--- src/rtl/stk_pkg.sv ---
// Shared types for the stack command interface: opcodes, engine ids,
// SRAM pointer fields and the response/tag records used by stk_rsp_eng.
package stk_pkg;

  localparam int C_RD_LAT = 2;
  localparam int C_W      = 32;
  localparam int C_Q_N    = 4;

  typedef enum logic [1:0] {
    OP_NOP  = 2'd0,
    OP_PUSH = 2'd1,
    OP_POP  = 2'd2,
    OP_INV  = 2'd3
  } opcode_t;

  typedef logic [2:0] engid_t;
  typedef logic [1:0] bank_id_t;
  typedef logic [8:0] line_id_t;

  // Location of the top-of-stack entry in the banked SRAM.
  typedef struct packed {
    bank_id_t bnk;
    line_id_t line;
  } ptr_t;

  // Response sideband stored next to the data word in the response queue.
  typedef struct packed {
    engid_t engid;
    logic   err;
  } rsp_t;

  // One slot of the fixed-latency tag pipeline.
  typedef struct packed {
    logic   vld;
    engid_t engid;
    logic   is_rd;
    logic   err;
  } tag_t;

endpackage

--- src/rtl/stk_rsp_fifo.sv ---
// Generic synchronous FIFO with wrap-bit pointers and a registered head word.
// The head register always shows the oldest entry, so the consumer sees a
// flop output and the head is stable while it is not being popped.
module stk_rsp_fifo #(
  parameter int DW    = 8,
  parameter int DEPTH = 4
) (
  input  logic          clk,
  input  logic          arst_n,
  input  logic          push,
  input  logic [DW-1:0] push_data,
  input  logic          pop,
  output logic [DW-1:0] head,
  output logic          full,
  output logic          empty
);

  localparam int AW = $clog2(DEPTH);

  logic [AW:0]   wptr_q, wptr_d;
  logic [AW:0]   rptr_q, rptr_d;
  logic [DW-1:0] head_q, head_d;
  logic [DW-1:0] mem_q [DEPTH];
  logic          push_ok;
  logic          pop_ok;

  assign empty   = (wptr_q == rptr_q);
  assign full    = (wptr_q[AW] != rptr_q[AW]) && (wptr_q[AW-1:0] == rptr_q[AW-1:0]);
  assign push_ok = push && !full;
  assign pop_ok  = pop && !empty;
  assign head    = head_q;

  // Pointer advance and look-ahead of the next head word.
  always_comb begin
    // NOTE: every always_comb output gets a default first so no path can infer a latch.
    wptr_d = wptr_q;
    rptr_d = rptr_q;
    if (push_ok) wptr_d = wptr_q + 1'b1;
    if (pop_ok)  rptr_d = rptr_q + 1'b1;
    // A write landing in the slot that becomes the head must bypass the array.
    if (push_ok && (wptr_q[AW-1:0] == rptr_d[AW-1:0])) head_d = push_data;
    else                                               head_d = mem_q[rptr_d[AW-1:0]];
  end

  // Pointer and head registers.
  always_ff @(posedge clk or negedge arst_n) begin
    // NOTE: sequential state uses non-blocking assignments so all flops update together.
    if (!arst_n) begin
      wptr_q <= '0;
      rptr_q <= '0;
      head_q <= '0;
    end else begin
      wptr_q <= wptr_d;
      rptr_q <= rptr_d;
      head_q <= head_d;
    end
  end

  // Storage array write port.
  always_ff @(posedge clk) begin
    // NOTE: the array has no reset; occupancy lives in the pointers, so stale words are never observed.
    if (push_ok) mem_q[wptr_q[AW-1:0]] <= push_data;
  end

endmodule

--- src/rtl/stk_rsp_eng.sv ---
// Response end of the stack command interface. Accepted commands issue SRAM
// reads (POP on a non-empty stack), travel through a fixed-latency tag
// pipeline so every class sees the same delay, and land in a credit-bounded
// response FIFO whose head drives the engine response bus.
module stk_rsp_eng
  import stk_pkg::*;
#(
  parameter int W      = C_W,
  parameter int RD_LAT = C_RD_LAT,
  parameter int Q_N    = C_Q_N
) (
  input  logic     clk,
  input  logic     arst_n,
  input  logic     cmd_vld,
  input  opcode_t  cmd_opcode,
  input  engid_t   cmd_engid,
  input  ptr_t     cmd_ptr,
  input  logic     cmd_empty,
  output logic     cmd_rdy,
  output logic     rd_en,
  output bank_id_t rd_bnk,
  output line_id_t rd_addr,
  input  logic [W-1:0] rd_dat,
  output logic     rsp_vld,
  output engid_t   rsp_engid,
  output logic [W-1:0] rsp_dat,
  output logic     rsp_err,
  input  logic     rsp_rdy
);

  localparam int CW = $clog2(Q_N) + 1;
  localparam int RW = $bits(rsp_t);
  localparam int FW = RW + W;

  logic [CW-1:0] cnt_q, cnt_d;
  logic          rd_en_q, rd_en_d;
  bank_id_t      rd_bnk_q, rd_bnk_d;
  line_id_t      rd_addr_q, rd_addr_d;
  tag_t          tag_q [RD_LAT+1];
  tag_t          tag_d [RD_LAT+1];

  logic          acc;
  logic          rsp_bearing;
  logic          is_rd;
  logic          rsp_hs;
  tag_t          cap;
  rsp_t          wr_rsp;
  rsp_t          head_rsp;
  logic [W-1:0]  wr_dat;
  logic [FW-1:0] fifo_din;
  logic [FW-1:0] fifo_head;
  logic          fifo_full;
  logic          fifo_empty;

  // Ready depends on the registered credit count only, never on rsp_rdy.
  assign cmd_rdy     = (cnt_q != CW'(Q_N));
  assign acc         = cmd_vld && cmd_rdy;
  assign rsp_bearing = acc && (cmd_opcode != OP_NOP);
  assign is_rd       = acc && (cmd_opcode == OP_POP) && !cmd_empty;
  assign rsp_hs      = rsp_vld && rsp_rdy;
  assign cap         = tag_q[RD_LAT];

  // Credit count: +1 per response-bearing accept, -1 per response handshake.
  always_comb begin
    cnt_d = cnt_q;
    case ({rsp_bearing, rsp_hs})
      2'b10:   cnt_d = cnt_q + CW'(1);
      2'b01:   cnt_d = cnt_q - CW'(1);
      default: cnt_d = cnt_q;
    endcase
  end

  // Read request for the next cycle; address holds its last value when idle.
  always_comb begin
    rd_en_d   = is_rd;
    rd_bnk_d  = rd_bnk_q;
    rd_addr_d = rd_addr_q;
    if (is_rd) begin
      rd_bnk_d  = cmd_ptr.bnk;
      rd_addr_d = cmd_ptr.line;
    end
  end

  // Tag pipeline: a new tag enters at stage 0 and shifts one stage per cycle.
  always_comb begin
    tag_d[0] = '0;
    if (rsp_bearing) begin
      tag_d[0].vld   = 1'b1;
      tag_d[0].engid = cmd_engid;
      tag_d[0].is_rd = is_rd;
      tag_d[0].err   = (cmd_opcode == OP_INV) ||
                       ((cmd_opcode == OP_POP) && cmd_empty);
    end
    for (int i = 1; i <= RD_LAT; i++) tag_d[i] = tag_q[i-1];
  end

  // Credit, read-port and tag registers.
  always_ff @(posedge clk or negedge arst_n) begin
    if (!arst_n) begin
      cnt_q     <= '0;
      rd_en_q   <= 1'b0;
      rd_bnk_q  <= '0;
      rd_addr_q <= '0;
      for (int i = 0; i <= RD_LAT; i++) tag_q[i] <= '0;
    end else begin
      cnt_q     <= cnt_d;
      rd_en_q   <= rd_en_d;
      rd_bnk_q  <= rd_bnk_d;
      rd_addr_q <= rd_addr_d;
      for (int i = 0; i <= RD_LAT; i++) tag_q[i] <= tag_d[i];
    end
  end

  assign rd_en   = rd_en_q;
  assign rd_bnk  = rd_bnk_q;
  assign rd_addr = rd_addr_q;

  // Capture stage: rd_dat is only taken when the tag there owns a read.
  always_comb begin
    wr_rsp.engid = cap.engid;
    wr_rsp.err   = cap.err;
    wr_dat       = cap.is_rd ? rd_dat : '0;
    fifo_din     = {wr_rsp, wr_dat};
  end

  stk_rsp_fifo #(
    .DW    (FW),
    .DEPTH (Q_N)
  ) u_rsp_fifo (
    .clk       (clk),
    .arst_n    (arst_n),
    .push      (cap.vld),
    .push_data (fifo_din),
    .pop       (rsp_rdy),
    .head      (fifo_head),
    .full      (fifo_full),
    .empty     (fifo_empty)
  );

  assign head_rsp  = rsp_t'(fifo_head[FW-1 -: RW]);
  assign rsp_vld   = !fifo_empty;
  assign rsp_engid = head_rsp.engid;
  assign rsp_err   = head_rsp.err;
  assign rsp_dat   = fifo_head[W-1:0];

  // Credits bound the number of tags in flight, so the queue can never overflow.
  a_no_overflow : assert property (@(posedge clk) disable iff (!arst_n)
    !(cap.vld && fifo_full));

endmodule

--- config.mk ---
export PLATFORM = sky130hd
export DESIGN_NAME = stk_rsp_eng
export DESIGN_NICKNAME = d
export VERILOG_FILES = /design/src/rtl/stk_pkg.sv /design/src/rtl/stk_rsp_fifo.sv /design/src/rtl/stk_rsp_eng.sv
export SDC_FILE = /design/constraint.sdc
export NUM_CORES = 1
export LEC_CHECK = 0
export BUFFER_PORTS_ARGS = -buffer_cell sky130_fd_sc_hd__buf_2
export CAP_MARGIN = 10
export CORE_ASPECT_RATIO = 0.75
export CORE_MARGIN = 1.5
export CORE_UTILIZATION = 54
export CTS_BUF_LIST = sky130_fd_sc_hd__clkbuf_4 sky130_fd_sc_hd__clkbuf_8
export DETAILED_ROUTE_END_ITERATION = 10
export GPL_TIMING_DRIVEN = 0
export PLACE_DENSITY = 0.75
export SYNTH_ARGS = -nofsm -noshare
export SYNTH_HDL_FRONTEND = slang
export SYNTH_HIERARCHICAL = 1
export SYNTH_SLANG_ARGS = --single-unit
export TNS_END_PERCENT = 20
--- constraint.sdc ---
create_clock -name clk -period 3 [get_ports clk]
set_input_delay 0.15 -clock clk [delete_from_list [all_inputs] [get_ports clk]]
set_output_delay 0.15 -clock clk [all_outputs]
set_load 0.01 [all_outputs]
==> results of run 1 <==
layer usage:
metal / global-route usage / vias to the layer above / part of all wire
met4: 0.07756 / 0 / 0.024
li1: - / 2559 / -
met3: 0.05541 / 49 / 0.093
met5: 0 / - / 0
met2: 0.3883 / 310 / 0.47
met1: 0.3106 / 2848 / 0.41
timing repair:
action                                 CTS  global route
buffers inserted                         0             0
hold buffers                            19             0
endpoints found under the hold margin   91             0
cell usage after synthesis (2+ instances only):
master | instances | share of area
nand2_1 | 2 | 0.00083
xnor2_1 | 5 | 0.0048
xor2_1 | 4 | 0.0039
nor2b_1 | 2 | 0.0014
edfxtp_1 | 144 | 0.48
ha_1 | 6 | 0.0083
a22oi_1 | 72 | 0.060
mux2i_1 | 2 | 0.0022
mux2_4 | 9 | 0.015
buf_12 | 4 | 0.0088
mux2_1 | 14 | 0.017
mux2_2 | 61 | 0.076
nor2_1 | 5 | 0.0021
a21oi_1 | 36 | 0.020
dfrtp_1 | 75 | 0.21
clkbuf_1 | 10 | 0.0041
inv_1 | 11 | 0.0046
o22ai_1 | 36 | 0.025
and2_1 | 40 | 0.028
o21ai_0 | 2 | 0.0011
buf_2 | 22 | 0.012
worst register-to-register path: stages, from the launching register on:
cell and delay [ps]:
dfrtp_1 430, xnor2_1 340, a31o_4 250, xor2_4 340
buf_2 380, mux2_2 410, a22oi_1 160, a22oi_1 170
layout make-up:
| type | count | area [um^2] |
|---|---|---|
| Clock buffer | 60 | 700.7 |
| Fill cell | 1109 | 5318 |
| Inverter | 11 | 41.29 |
| Multi-Input combinational cell | 309 | 2589 |
| Sequential cell | 219 | 6201 |
| Tap cell | 210 | 262.8 |
| Buffer | 37 | 239.0 |
| Timing Repair Buffer | 126 | 825.8 |
| Clock inverter | 3 | 38.79 |
power breakdown:
part           total, mW  switching [mW]  internal [mW]
clock network       2.65            1.10           1.55
logic               5.34            3.10           2.23
registers           4.18           0.233           3.94
registers in the layout, summed over array words and instances, names as in the netlist:
signal             cells
cap                    6
cnt_q                  3
rd_addr                9
rd_bnk                 2
rd_en                  1
tag_d                 12
u_rsp_fifo/head       36
u_rsp_fifo/mem_q     144
u_rsp_fifo/rptr_q      3
u_rsp_fifo/wptr_q      3
stage by stage:
| step | hold slack, ps | power (mW) | cell area [um^2] |
|---|---|---|---|
| floorplan | -145.6 | 7.817 | 9065 |
| global placement | 333.2 | 9.211 | 9838 |
| detailed placement | 89.81 | 9.441 | 9968 |
| CTS | 5.294 | 12.17 | 10900 |
| global route | 16.42 | 12.74 | 10900 |
| finish | 20.43 | 12.16 | 10900 |
worst max-delay path by stage:
| stage | endpoint | cells past startpoint |
|---|---|---|
| after floorplan | u_rsp_fifo/mem_q[3][0] | 5 |
| after global placement | u_rsp_fifo/mem_q[3][2] | 5 |
| after detailed placement | u_rsp_fifo/head[35] | 7 |
| after CTS | u_rsp_fifo/head[16] | 7 |
| after global routing | u_rsp_fifo/head[16] | 7 |
| final | u_rsp_fifo/head[35] | 7 |
kinds of logic (layout without fill, tap and decap cells):
| logic type | count (synthesis) | count (layout) | share of synthesized area |
|---|---|---|---|
| xor gates and xnor gates | 11 | 11 | 0.01353 |
| adders and majority gates | 7 | 7 | 0.01049 |
| buffers and inverters | 48 | 237 | 0.03092 |
| AOI/OAI and AO/OA | 150 | 150 | 0.1103 |
| muxes | 86 | 86 | 0.1103 |
| and+or+nand+nor | 55 | 55 | 0.04044 |
| DFF | 219 | 219 | 0.6841 |
==> run metrics, run 1 <==
CTS resizes=0; Post-Place Setup Slack=356.0 ps; die area=17580 um^2; DRT Pass-1 Iters=5; HP Class=in2reg; Final #Nets=799; power per cell area=1116 nW/um^2; Vias/cell=5.914; share of layout cells above drive strength 1=0.3647; min-delay src=rsp_rdy; Post-Syn Nets=636; Reg2Reg Setup Slack=320 ps; fin util=0.6721; worst-path fanout max=10; Worst Setup SP=u_rsp_fifo/wptr_q[1]; DPL Wire Length=12.77 mm; RSZ-0062 raised after global routing=false; slew margin rel.=0.5313; Final GP Congestion=0.7905; Seq/Total Area, Yosys=0.6841; Crit Path Category=reg2reg; clock skew=20.37 ps; WP buf/inv=1; H-tree Lvls=2; first-pass GRT wire length=31.98 mm; DRC violations left=0; endpoint class of the critical path=flip-flop; CTS buffer count=35; DR vias=5766; WHS Path Cells=3; slowest stage delay, CP=430 ps; Core Area=16220 um^2; commonest non-fill, non-tap cell in the layout=edfxtp_1; slowest CP cell=dfrtp_1; post-synthesis instance total=576; most used cell, CP=a22oi_1; initial antenna violation count=0; setup tns final=0 ps; LEAKAGE=4.506 nW; Row Count=40; period utilization=0.8922; placed cells=893; Initial DRC Count=542; Netlist cell types=35; prevailing post-synth register cell=edfxtp_1; Post-Syn Area per Cell=15.74 um^2; # clock sinks=219; synth warn=6; CP arrival=2980 ps; Post-Layout Cell Count=975; CTS root buf=clkbuf_8; Initial Utilization=0.5590; synthesized area=9065 um^2; Syn-to-layout area delta=20.22%; crit start category=flip-flop; antenna-violating nets left=0; reg2reg path depth=7; status=finished clean; n_diodes=0; Hold Path Sink=u_rsp_fifo/rptr_q[2]; gr ovfl total=0; Setup WS post-layout=323.5 ps; chip height=115.2 um; clock buffer depth=3; Total GRT Usage=0.2345; Worst Path Required=3300 ps; Slew Limit Fails=0; Routed WL=20.48 mm; vias in the first global route=6113; Final min period=2676 ps; most frequent cells in the layout=144 x edfxtp_1, 123 x buf_2, 75 x dfrtp_1; Worst-Margin Slew=703.0 ps; Final Hold Viols=0; I/O pin cnt=103; reg2reg end=u_rsp_fifo/head[35]; Port-buffer cells=102; clock latency at the later pin of the worst-skew pair=500 ps; max-cap viol count=0; CTS tree=built; fraction of registers with async set/reset=0.3425; worst vdd ir=0.5061 mV; endpoints failing setup=0; CP cell instances=xnor2_1, a31o_4, xor2_4, buf_2, mux2_2, a22oi_1, a22oi_1; Top delay family on crit path=XOR/XNOR gates; Post-synth EDFFs=144; routed length per instance=21.01 um; Clk pin slew, worst setup/hold paths=60 ps; FMAX=0.3736 GHz; pin count of the biggest net entering global routing=53; register bit total from synthesis=219; Die W=152.6 um; FF-to-FF Start=u_rsp_fifo/wptr_q[1]
Note: power is estimated with default switching activity, not from simulation.
==> run 2: changes to the inputs <==
CORE_UTILIZATION = 55   (was 54)
PLACE_DENSITY = 0.76   (was 0.75)
SYNTH_HIERARCHICAL = not set   (was 1)
TNS_END_PERCENT = 10   (was 20)
==> run 2 against run 1 <==
Net effect:
- routed wire length shrank 0.55%
- sequential cell count is the same
- sequential share of layout area up 0.65 points
- via count fell by 1.6%
- largest power group unchanged
==> run metrics, run 2 <==
status=finished clean; Post-Syn Area per Cell=15.72 um^2 (about the same); post-synth top area share=0.4833 (+0.006270); first-pass GRT wire length=31.77 mm (-0.67%); Initial DRC Count=457 (-16%); slew margin rel.=0.5907 (+0.05934); endpoints failing setup=0 (unchanged); Area after DPL=9828 um^2 (-1.4%); fraction of registers with async set/reset=0.3425 (unchanged); most frequent cells in the layout=144 x edfxtp_1, 118 x buf_2, 75 x dfrtp_1; WP buf/inv=1 (unchanged); reg2reg path depth=7 (unchanged); Final Hold Viols=0 (unchanged); Power Total=12.64 mW (+3.9%); reg2reg end=u_rsp_fifo.head[15]; Total GRT Usage=0.2456 (+0.01108); Post-synth EDFFs=144 (unchanged); Hold Path Sink=tag_d[11]; die area=17050 um^2 (-3.0%); slowest CP cell=dfrtp_1; RSZ-0062 raised after global routing=false; H-tree Lvls=2 (unchanged); DR vias=5675 (-1.6%); CP cell instances=xor2_1, o31a_4, xnor2_4, buf_4, mux2_2, a22oi_1, a32oi_1; max-cap viol count=0 (unchanged); Vias/cell=5.863 (-0.87%); crit start category=flip-flop; top post-synthesis cells by area=edfxtp_1 48%, dfrtp_1 21%, mux2_2 8.2%, a32oi_1 3.5%, a22oi_1 3.0%; antenna-violating nets left=0 (unchanged); Row Count=40 (unchanged); DRC violations left=0 (unchanged); min-delay src=cmd_opcode[1]; Worst Path Required=3310 ps (about the same); CTS root buf=clkbuf_8; Netlist cell types=32 (-8.6%); Die W=150.3 um (-1.5%); Top delay family on crit path=compound AO/OA/AOI/OAI gates; top-count cell post-synth=edfxtp_1; gr ovfl total=0 (unchanged); clock latency at the later pin of the worst-skew pair=500 ps (about the same); Initial Utilization=0.5604 (+0.001395); Largest register FFs=144 (unchanged); Post-Place Setup Slack=322.9 ps (-33.04 ps); Hold Worst Slack=70.85 ps (+50.42 ps); pin count of the biggest net entering global routing=43 (-19%); synthesized area=8947 um^2 (-1.3%); CTS tree=built; Final GP Congestion=0.7858 (-0.59%); register area=6201 um^2 (unchanged); top post-synthesis cells by count=144 x edfxtp_1, 75 x dfrtp_1, 65 x mux2_2; # clock sinks=219 (unchanged); DRT Pass-1 Iters=5 (unchanged); clock buffer depth=3 (unchanged); DPL Wire Length=12.32 mm (-3.5%); Core Area=15970 um^2 (-1.5%); HP Class=in2reg; Reg2Reg Setup Slack=260 ps (-60 ps); WHS Path Cells=2 (-1); Final Cell Area=10780 um^2 (-1.1%); synth warn=0 (-6); FF-to-FF Start=u_rsp_fifo.rptr_q[0]; placed cells=886 (-0.78%); n_diodes=0 (unchanged); worst vdd ir=0.6189 mV (+22%); Routed WL=20.37 mm (-0.55%); Final #Nets=793 (-0.75%); share of layout cells above drive strength 1=0.3549 (-0.009825); chip height=113.5 um (-1.5%); CTS resizes=0 (unchanged); vias in the first global route=6026 (-1.4%); # fillers=1096 (-1.2%); FMAX=0.3650 GHz (-2.3%); CP arrival=3050 ps (+70 ps); I/O pin cnt=103 (unchanged); Setup Fix Bufs, Post-CTS=0 (unchanged); endpoint class of the critical path=flip-flop; LEAKAGE=4.096 nW (-9.1%); multi-input logic area=2516 um^2 (-2.8%); CTS buffer count=35 (unchanged); Clk pin slew, worst setup/hold paths=60 ps (about the same); Post-Syn Nets=629 (-1.1%); Synth area leader=edfxtp_1; Crit Path Category=reg2reg; register bit total from synthesis=219 (unchanged); Syn-to-layout area delta=20.43%; clock skew=15.46 ps (-4.904 ps); fin util=0.6749 (+0.002854); Final min period=2740 ps (+63.58 ps); initial antenna violation count=0 (unchanged); Worst-Margin Slew=614.0 ps (-89.02 ps); prevailing post-synth register cell=edfxtp_1; slowest stage delay, CP=490 ps (+60 ps); Slew Limit Fails=0 (unchanged); worst-path fanout max=10 (unchanged); routed length per instance=21.04 um (+0.17%); period utilization=0.9134 (+0.02119); cts hold-fix bufs=20 (+1); setup tns final=0 ps (unchanged); Seq/Total Area, Yosys=0.6930 (+0.008992); power per cell area=1173 nW/um^2 (+5.1%); Setup WS post-layout=259.9 ps (-63.58 ps); commonest non-fill, non-tap cell in the layout=edfxtp_1; Port-buffer cells=102 (unchanged); post-synthesis instance total=569 (-1.2%); Post-Layout Cell Count=968 (-0.72%)
==> run 2: how the worst max path moves through the flow <==
stage                         startpoint                      end  slack [ps]  cells past startpoint
finish              u_rsp_fifo.rptr_q[0]      u_rsp_fifo.head[15]         260                      7
global route        u_rsp_fifo.rptr_q[0]      u_rsp_fifo.head[15]         150                      7
CTS                 u_rsp_fifo.rptr_q[0]      u_rsp_fifo.head[15]         260                      7
global placement    u_rsp_fifo.rptr_q[0]  u_rsp_fifo.mem_q[3][12]         -90                      3
detailed placement  u_rsp_fifo.rptr_q[0]      u_rsp_fifo.head[25]         320                      7
floorplan           u_rsp_fifo.rptr_q[0]      u_rsp_fifo.head[10]         670                      7
==> run 2: final cells by class <==
| class | instances | area share |
|---|---|---|
| flip-flops and latches | 219 | 0.5755 |
| clock buffers | 58 | 0.06537 |
| plain buffers | 36 | 0.01939 |
| inverters | 7 | 0.002438 |
| clock inverters | 4 | 0.003948 |
| well taps | 210 | 0.02438 |
| multi-input cells | 307 | 0.2335 |
| repair buffers | 127 | 0.07548 |
==> run 2: metal layers <==
| layer | track usage | routed length, um | up-vias | share of wire |
|---|---|---|---|---|
| li1 | - | - | 2542 | - |
| met2 | 0.4018 | 9771 | 286 | 0.48 |
| met4 | 0.06405 | 324 | 0 | 0.016 |
| met1 | 0.3450 | 8620 | 2817 | 0.42 |
| met5 | 0 | 0 | - | 0 |
| met3 | 0.04240 | 1655 | 30 | 0.081 |
==> run 2: cell families (layout without fill, tap and decap cells) <==
logic type | after synthesis | after routing | share of synthesized area
flip-flops | 219 | 219 | 0.6931
AO/OA/AOI/OAI | 113 | 113 | 0.09733
AND/OR/NAND/NOR | 90 | 90 | 0.05076
multiplexers | 85 | 85 | 0.1081
buffers and inverters | 43 | 232 | 0.02629
XOR/XNOR | 12 | 12 | 0.01384
adder cells (fa/ha/maj) | 7 | 7 | 0.01063
==> run 2: worst reg2reg max path, cell delays in order (launching register included) <==
cell and delay [ps]:
dfrtp_1 490, xor2_1 250, o31a_4 400, xnor2_4 400
buf_4 300, mux2_2 380, a22oi_1 180, a32oi_1 160
==> run 2: power breakdown <==
part           internal (mW)  total, mW  leakage (nW)  switching, mW
logic                   2.46       5.60          1.51           3.14
clock network           1.56       2.67         0.399           1.11
registers               4.10       4.37          2.19          0.272
